## config.mk

```make
export PLATFORM = sky130hd
export DESIGN_NAME = vote_tally
export DESIGN_NICKNAME = d
export VERILOG_FILES = /design/src/rtl/vote_tally.sv
export SDC_FILE = /design/constraint.sdc
export NUM_CORES = 1
export LEC_CHECK = 0
export CORE_MARGIN = 2
export CORE_UTILIZATION = 54
export DETAILED_ROUTE_END_ITERATION = 6
export PLACE_DENSITY = 0.9
export SLEW_MARGIN = 40
export SYNTH_ARGS = -nofsm -noshare
export SYNTH_HDL_FRONTEND = slang
export SYNTH_SLANG_ARGS = --single-unit
```

## constraint.sdc

```tcl
create_clock -name clk -period 4.1 [get_ports clk]
set_input_delay 0.41 -clock clk [delete_from_list [all_inputs] [get_ports clk]]
set_output_delay 0.41 -clock clk [all_outputs]
set_load 0.01 [all_outputs]
```

## src/rtl/vote_tally.sv

```systemverilog
`default_nettype none
// +----------------------------------------------------------------------------+
// | vote_tally: per-count tally of one-hot vote rounds over a session with a     |
// | majority verdict. Optional abort input under VOTE_TALLY_ABORT_EN.            |
// | Revision: 1.0                                                                |
// +----------------------------------------------------------------------------+
module vote_tally #(
  parameter int CNT_W  = 8,
  parameter int ROUNDS = 9
) (
  input  logic                          clk,
  input  logic                          rst,
  input  logic                          start,
`ifdef VOTE_TALLY_ABORT_EN
  input  logic                          abort,
`endif
  input  logic                          r_valid,
  input  logic [3:0]                    r_in,
  output logic                          r_ready,
  output logic [CNT_W-1:0]              cnt0,
  output logic [CNT_W-1:0]              cnt1,
  output logic [CNT_W-1:0]              cnt2,
  output logic [CNT_W-1:0]              cnt3,
  output logic [$clog2(ROUNDS+1)-1:0]   rounds,
  output logic                          done,
  output logic                          pass,
  output logic                          err
);

  localparam int RW = $clog2(ROUNDS + 1);
  localparam logic [RW-1:0] C_LAST = RW'(ROUNDS - 1);

  typedef enum logic [1:0] {
    S_IDLE    = 2'd0,
    S_COLLECT = 2'd1,
    S_DONE    = 2'd2
  } state_t;

  state_t           r_state;
  state_t           w_state_nx;
  logic [CNT_W-1:0] r_cnt0, r_cnt1, r_cnt2, r_cnt3;
  logic [CNT_W-1:0] w_cnt0_nx, w_cnt1_nx, w_cnt2_nx, w_cnt3_nx;
  logic [RW-1:0]    r_rounds;
  logic             r_pass;
  logic             r_err;
  logic             w_abort;
  logic             w_legal;
  logic             w_last;
  logic             w_pass_nx;
  logic             w_clear;
  logic             w_count;
  logic             w_fin;
  logic             w_bad;
  logic [CNT_W:0]   w_maj;
  logic [CNT_W:0]   w_min;

`ifdef VOTE_TALLY_ABORT_EN
  assign w_abort = abort;
`else
  assign w_abort = 1'b0;
`endif

  // Exactly one bit set: non-zero and clearing the lowest set bit leaves zero.
  assign w_legal = (r_in != 4'b0000) && ((r_in & (r_in - 4'd1)) == 4'b0000);
  assign w_last  = (r_rounds == C_LAST);

  assign w_cnt0_nx = r_cnt0 + CNT_W'(r_in[0]);
  assign w_cnt1_nx = r_cnt1 + CNT_W'(r_in[1]);
  assign w_cnt2_nx = r_cnt2 + CNT_W'(r_in[2]);
  assign w_cnt3_nx = r_cnt3 + CNT_W'(r_in[3]);

  // Verdict includes the token being accepted on the final edge.
  assign w_maj     = {1'b0, w_cnt2_nx} + {1'b0, w_cnt3_nx};
  assign w_min     = {1'b0, w_cnt0_nx} + {1'b0, w_cnt1_nx};
  assign w_pass_nx = (w_maj > w_min);

  always_ff @(posedge clk or posedge rst) begin
    if (rst) begin
      r_state <= S_IDLE;
    end else begin
      r_state <= w_state_nx;
    end
  end

  always_comb begin
    w_state_nx = r_state;
    w_clear    = 1'b0;
    w_count    = 1'b0;
    w_fin      = 1'b0;
    w_bad      = 1'b0;
    case (r_state)
      S_IDLE, S_DONE: begin
        if (start) begin
          w_state_nx = S_COLLECT;
          w_clear    = 1'b1;
        end
      end
      S_COLLECT: begin
        if (w_abort) begin
          w_state_nx = S_IDLE;
          w_clear    = 1'b1;
        end else if (r_valid) begin
          if (w_legal) begin
            w_count = 1'b1;
            if (w_last) begin
              w_fin      = 1'b1;
              w_state_nx = S_DONE;
            end
          end else begin
            w_bad = 1'b1;
          end
        end
      end
      default: begin
        w_state_nx = S_IDLE;
      end
    endcase
  end

  always_ff @(posedge clk or posedge rst) begin
    if (rst) begin
      r_cnt0   <= '0;
      r_cnt1   <= '0;
      r_cnt2   <= '0;
      r_cnt3   <= '0;
      r_rounds <= '0;
      r_pass   <= 1'b0;
      r_err    <= 1'b0;
    end else if (w_clear) begin
      r_cnt0   <= '0;
      r_cnt1   <= '0;
      r_cnt2   <= '0;
      r_cnt3   <= '0;
      r_rounds <= '0;
      r_pass   <= 1'b0;
      r_err    <= 1'b0;
    end else begin
      if (w_count) begin
        r_cnt0   <= w_cnt0_nx;
        r_cnt1   <= w_cnt1_nx;
        r_cnt2   <= w_cnt2_nx;
        r_cnt3   <= w_cnt3_nx;
        r_rounds <= r_rounds + RW'(1);
        if (w_fin) begin
          r_pass <= w_pass_nx;
        end
      end
      if (w_bad) begin
        r_err <= 1'b1;
      end
    end
  end

  assign r_ready = (r_state == S_COLLECT);
  assign done    = (r_state == S_DONE);
  assign cnt0    = r_cnt0;
  assign cnt1    = r_cnt1;
  assign cnt2    = r_cnt2;
  assign cnt3    = r_cnt3;
  assign rounds  = r_rounds;
  assign pass    = r_pass;
  assign err     = r_err;

endmodule
`default_nettype wire

```

* Word-level counts from Yosys, hierarchy flattened
Cells that the tools add are included.
** Storage, ports and cells
- Input port bits :: 8
- Flip-flop bits (word level) :: 40
** Operators by class
- Bitwise logic cells :: 1
- Magnitude comparators :: 1
- Multiplexer cells :: 32
- Eq/ne operators :: 7
- Add/subtract/negate cells :: 8
- Reduce and logical (&&, ||, !) cells :: 10
** Operator list (number)
- 8-bit two-way mux :: 8
- 8-bit by 1-bit adder with 8-bit output :: 4
- 8-bit by 8-bit adder with 9-bit output :: 2
- 1-bit two-way mux :: 17
- 9-bit > comparator :: 1
- 2-bit two-way mux :: 4
- 4-bit two-way mux :: 2
- 2-bit nonzero test :: 3
- 4-bit by 1-bit adder with 4-bit output (second input constant) :: 1
- 4-bit AND :: 1
- 4-bit equality test (second input constant) :: 1
- 4-bit logical NOT :: 1
- 2-bit by 1-bit inequality test with 1-bit output (second input constant) :: 2
- 2-bit inequality test (second input constant) :: 2
- 2-bit case mux with 2 select lines :: 1
- 4-bit AND reduction :: 1
- 4-bit nonzero test :: 1
- 4-bit by 1-bit subtractor with 4-bit output (second input constant) :: 1
- 2-bit by 1-bit equality test with 1-bit output (second input constant) :: 1
- 2-bit equality test (second input constant) :: 1
- 2-bit logical NOT :: 1
- 2-bit AND reduction :: 1
- 2-bit OR reduction :: 1
- 1-bit logical AND :: 1

* Longest topological paths before layout
- Depth in word-level cells :: 10
- Mapped depth :: 16
- Gate-level depth less buffers :: 16

* Worst setup path after synthesis
Ideal clock, no wire load.
- Path kind :: register to register
- Start :: reg r_cnt3[0] (netlist: cnt3[0])
- End :: reg r_pass (netlist: pass)
- Required time :: 3.968 ns
- Clock period less this slack :: 3.046 ns
- Slack :: 1.054 ns
- Cell stages (with the launch flop) :: 14
- Arrival :: 2.914 ns
- Buffers on the path :: 0
- Cell sequence :: dfrtp_1 -> ha_1 -> ha_1 -> fa_1 -> a21o_1 -> a21oi_1 -> o21ai_0 -> nor4_1 -> nor3_1 -> ha_1 -> a21oi_1 -> nand3_1 -> o211ai_1 -> mux2i_1
** On the way
- Cells in the longest elaborated chain, start to end :: 6
** RTL lines
- from (decl) :: line 41 : logic [CNT_W-1:0] r_cnt0, r_cnt1, r_cnt2, r_cnt3;
- from (signal assigned) :: line 142 : r_cnt3 <= w_cnt3_nx;
- 8-bit by 1-bit adder with 8-bit output :: line 70 : assign w_cnt3_nx = r_cnt3 + CNT_W'(r_in[3]);
- 8-bit by 8-bit adder with 9-bit output :: line 73 : assign w_maj = {1'b0, w_cnt2_nx} + {1'b0, w_cnt3_nx};
- 9-bit > comparator :: line 75 : assign w_pass_nx = (w_maj > w_min);
- 1-bit two-way mux :: line 144 : if (w_fin) begin
- 1-bit two-way mux :: line 138 : if (w_count) begin
- 1-bit two-way mux :: line 129 : end else if (w_clear) begin
- to (signal assigned) :: line 145 : r_pass <= w_pass_nx;
- to (decl) :: line 44 : logic r_pass;
Every way passes these cells. The select of a mux whose other input is x is not followed.
A chain may end at the register's enable or synchronous reset.

* Worst setup path in the final report
- Start :: in r_in[3]
- End :: reg r_pass (netlist: pass)
** On the way
- Cells in the longest elaborated chain, start to end :: 9
- Elaborated cells on any way between the ends :: 20
- Those cells by class :: add/sub: 3; order compare: 1; mux: 9; bitwise: 1; reduce/logical: 6
** RTL lines
- from (decl) :: line 18 : input logic [3:0] r_in,
- parallel branches: the longest is 9 deep, another holds 8-bit by 8-bit adder with 9-bit output
Parallel ways; which one is timed is not known. The select of a mux whose other input is x is not followed.

==> run metrics <==
outcome finished, final reports clean; worst path buffer plus inverter count 1; Setup Skew between 0.005 and 0.006 ns; peak supply drop about 0.00032 V; fin area between 3000 and 4000 um^2; via count between 2,000 and 3,000; mapped cell area about 3000 um^2; average cell area after synthesis roughly 8.7 um^2; CP max stage delay around 0.50 ns; area delta synth->final 20.1%; total gr overflow 0; hold_buf cts 0; sequential fraction of the synthesis area about 33%; Setup Total Neg Slack 0 ns; Pre-antenna DRT Iters 4; YS warnings 0; crit-path cells clkdlybuf4s50_1 -> ha_1 -> ha_1 -> fa_1 -> a21o_1 -> a21oi_1 -> o21ai_0 -> nor4_1 -> nor3_1 -> ha_1 -> nand4_1 -> nor2_1 -> nand4_1 -> o211ai_1 -> mux2i_1; CTS root buf clkbuf_8; synth unique cells between 40 and 50; CTS buffer count 5; CP max stage cell clkdlybuf4s50_1; final period utilization between 80% and 90%; clock transition at the registers of the reported paths around 0.08 ns; relative slew slack roughly half; Slew @ Worst Pin ~0.7 ns; commonest non-fill, non-tap cell in the layout nand2_1; Core Util, Final approximately two thirds; clk sinks 40; Vert. Die Dim slightly below 80 um; hpwl dp between 5 and 6 mm; Global Route Usage Sum about a quarter; Worst setup startpoint r_in[3]; R2R cell count 12; TritonCTS clock tree built; Post-synth top flop dfrtp_1; Pwr Density between 400 and 500 nW/um^2; count of pins over their slew limit 0; worst min path class flip-flop to flip-flop; CP Class primary input to flip-flop; FFs w/ async S/R, synth between 90% and 100%; dpl cell area about 3600 um^2; share of cells above drive strength 1 4.55%; fmax between 200 and 300 MHz; Post-CTS Setup Repair Bufs 0; Via density 5.77; most frequent cells in the layout nand2_1, clkdlybuf4s50_1, nand3_1, dfrtp_1, ha_1; IO Count 48; routed len/inst between 10 and 15 um; first-pass GRT wire length approximately 12 mm; Post-synth EDFFs 0; final hold slack roughly 0.51 ns; GP Congestion 0.878; Crit path top cell by count ha_1; Critical Path RT around 4.3 ns; syn_nets 394; row count 27; Setup Viol. Count Final 0; crit-path leading delay family adder cells; Syn Inst Count between 300 and 400; DR iter-0 viols between 100 and 150; r2r endpoint pass; Worst setup endpoint pass; Worst Setup Start Kind primary input; starting density of the core between 50% and 60%; final hold vios 0; antenna viol nets, final 0; core footprint approximately 5500 um^2; DR DRC count 0; H-tree levels 2; Leakage between 1.5 and 2 nW; flop2flop setup slack 0.76 ns; FF-to-FF Start cnt1[0]; max-cap viol count 0; Final min period between 3 and 4 ns; critical path depth 15; largest net degree at the start of global routing 41; worst skew pair latency approximately 0.29 ns; Max FO, Critical Path 4; Die Wd approximately 80 um; Seq cells post-synth 40; Ant. Diodes 0; number of global-route vias before repair 2,670; Setup crit end kind flip-flop; NumNets Final roughly 440; Layout fillers roughly 440; number of I/O port buffers 47; CTS resizes 0; initial antenna violation count 0; RSZ-0062 raised after global routing false; die area 6230 um^2; Worst EP arrival approximately 3.7 ns; WL final approximately 7.0 mm; clk buf depth 2
## report_power, final
group	total (W)	switching [W]	internal, W	leakage [nW]
registers	0.000529	0.0000762	0.000452	0.538
clock network	0.000251	0.000135	0.000116	0.0410
logic	0.000798	0.000408	0.000390	1.31
total	0.00158	0.000620	0.000958	1.89
## per-stage QoR
| step | setup WS (ns) | std cells | power, W |
|---|---|---|---|
| 2_1_floorplan | 1.05 | 349 | 0.00103 |
| 3_3_place_gp | 0.381 | 461 | 0.00127 |
| 3_5_place_dp | 0.249 | 461 | 0.00131 |
| 4_1_cts | 0.514 | 468 | 0.00158 |
| 5_1_grt | 0.257 | 468 | 0.00170 |
| 6_report | 0.532 | 468 | 0.00158 |
## registers in the layout, indices dropped and copies added (netlist names)
register and cells:
cnt0 8, cnt1 8, cnt2 8, cnt3 8, err 1, pass 1
r_state 2, rounds 4
## routing by layer
layer  wire length (um)  global-route usage [%]  vias to the layer above
met5                  0                       0                        -
met4                 91                    7.93                        0
met3                373                    5.11                       10
met2               3540                    41.9                       77
met1               2960                    29.0                     1299
li1                   -                       -                     1316
## cell usage after synthesis (all sizes together), types with 2 or more instances
master  number  area [um^2]
nand2b       2         12.5
ha          35          438
xor2        19          166
fa           2         40.0
nor2b        3         18.8
xnor2       18          158
nand3       46          230
a21oi        9         45.0
inv          9         33.8
dfrtp       40         1000
nor3         8         40.0
nand2       62          233
a21o        12         90.1
and3         9         56.3
mux2i        3         30.0
clkbuf       4         15.0
o21ai       10         50.1
a211oi       2         20.0
nor2        16         60.1
or2          3         18.8
a31oi        2         12.5
o211ai       2         15.0
buf          8         57.6
nand4        5         31.3
nor3b        5         47.5
or3          5         31.3
## worst min-delay path by stage
| stage | from | end | cells after the start |
|---|---|---|---|
| 6_report | err | err | 1 |
| 5_1_grt | err | err | 1 |
| 4_1_cts | err | err | 1 |
| 3_5_place_dp | err | err | 1 |
| 3_3_place_gp | err | err | 1 |
| 2_1_floorplan | rounds[3] | rounds[3] | 1 |
## kinds of logic after synthesis
logic type / count (synthesis) / share of synthesized area [%]
buffers and inverters: 21 / 3.51
and+or+nand+nor: 167 / 26.4
muxes: 3 / 0.991
adders and majority gates: 37 / 15.8
DFF: 40 / 33.0
AOI/OAI and AO/OA: 44 / 9.62
xor gates and xnor gates: 37 / 10.7
## area by class of cell
cell class	count	area, um^2	area share, %
clock buffer	6	72.6	1.99
clock inverter	1	5.00	0.138
inverter	9	33.8	0.928
multi-input combinational	288	1930	53.0
sequential	40	1000	27.5
tap	72	90.1	2.48
timing repair buffer	52	508	14.0
(Power assumes the default switching activity.)
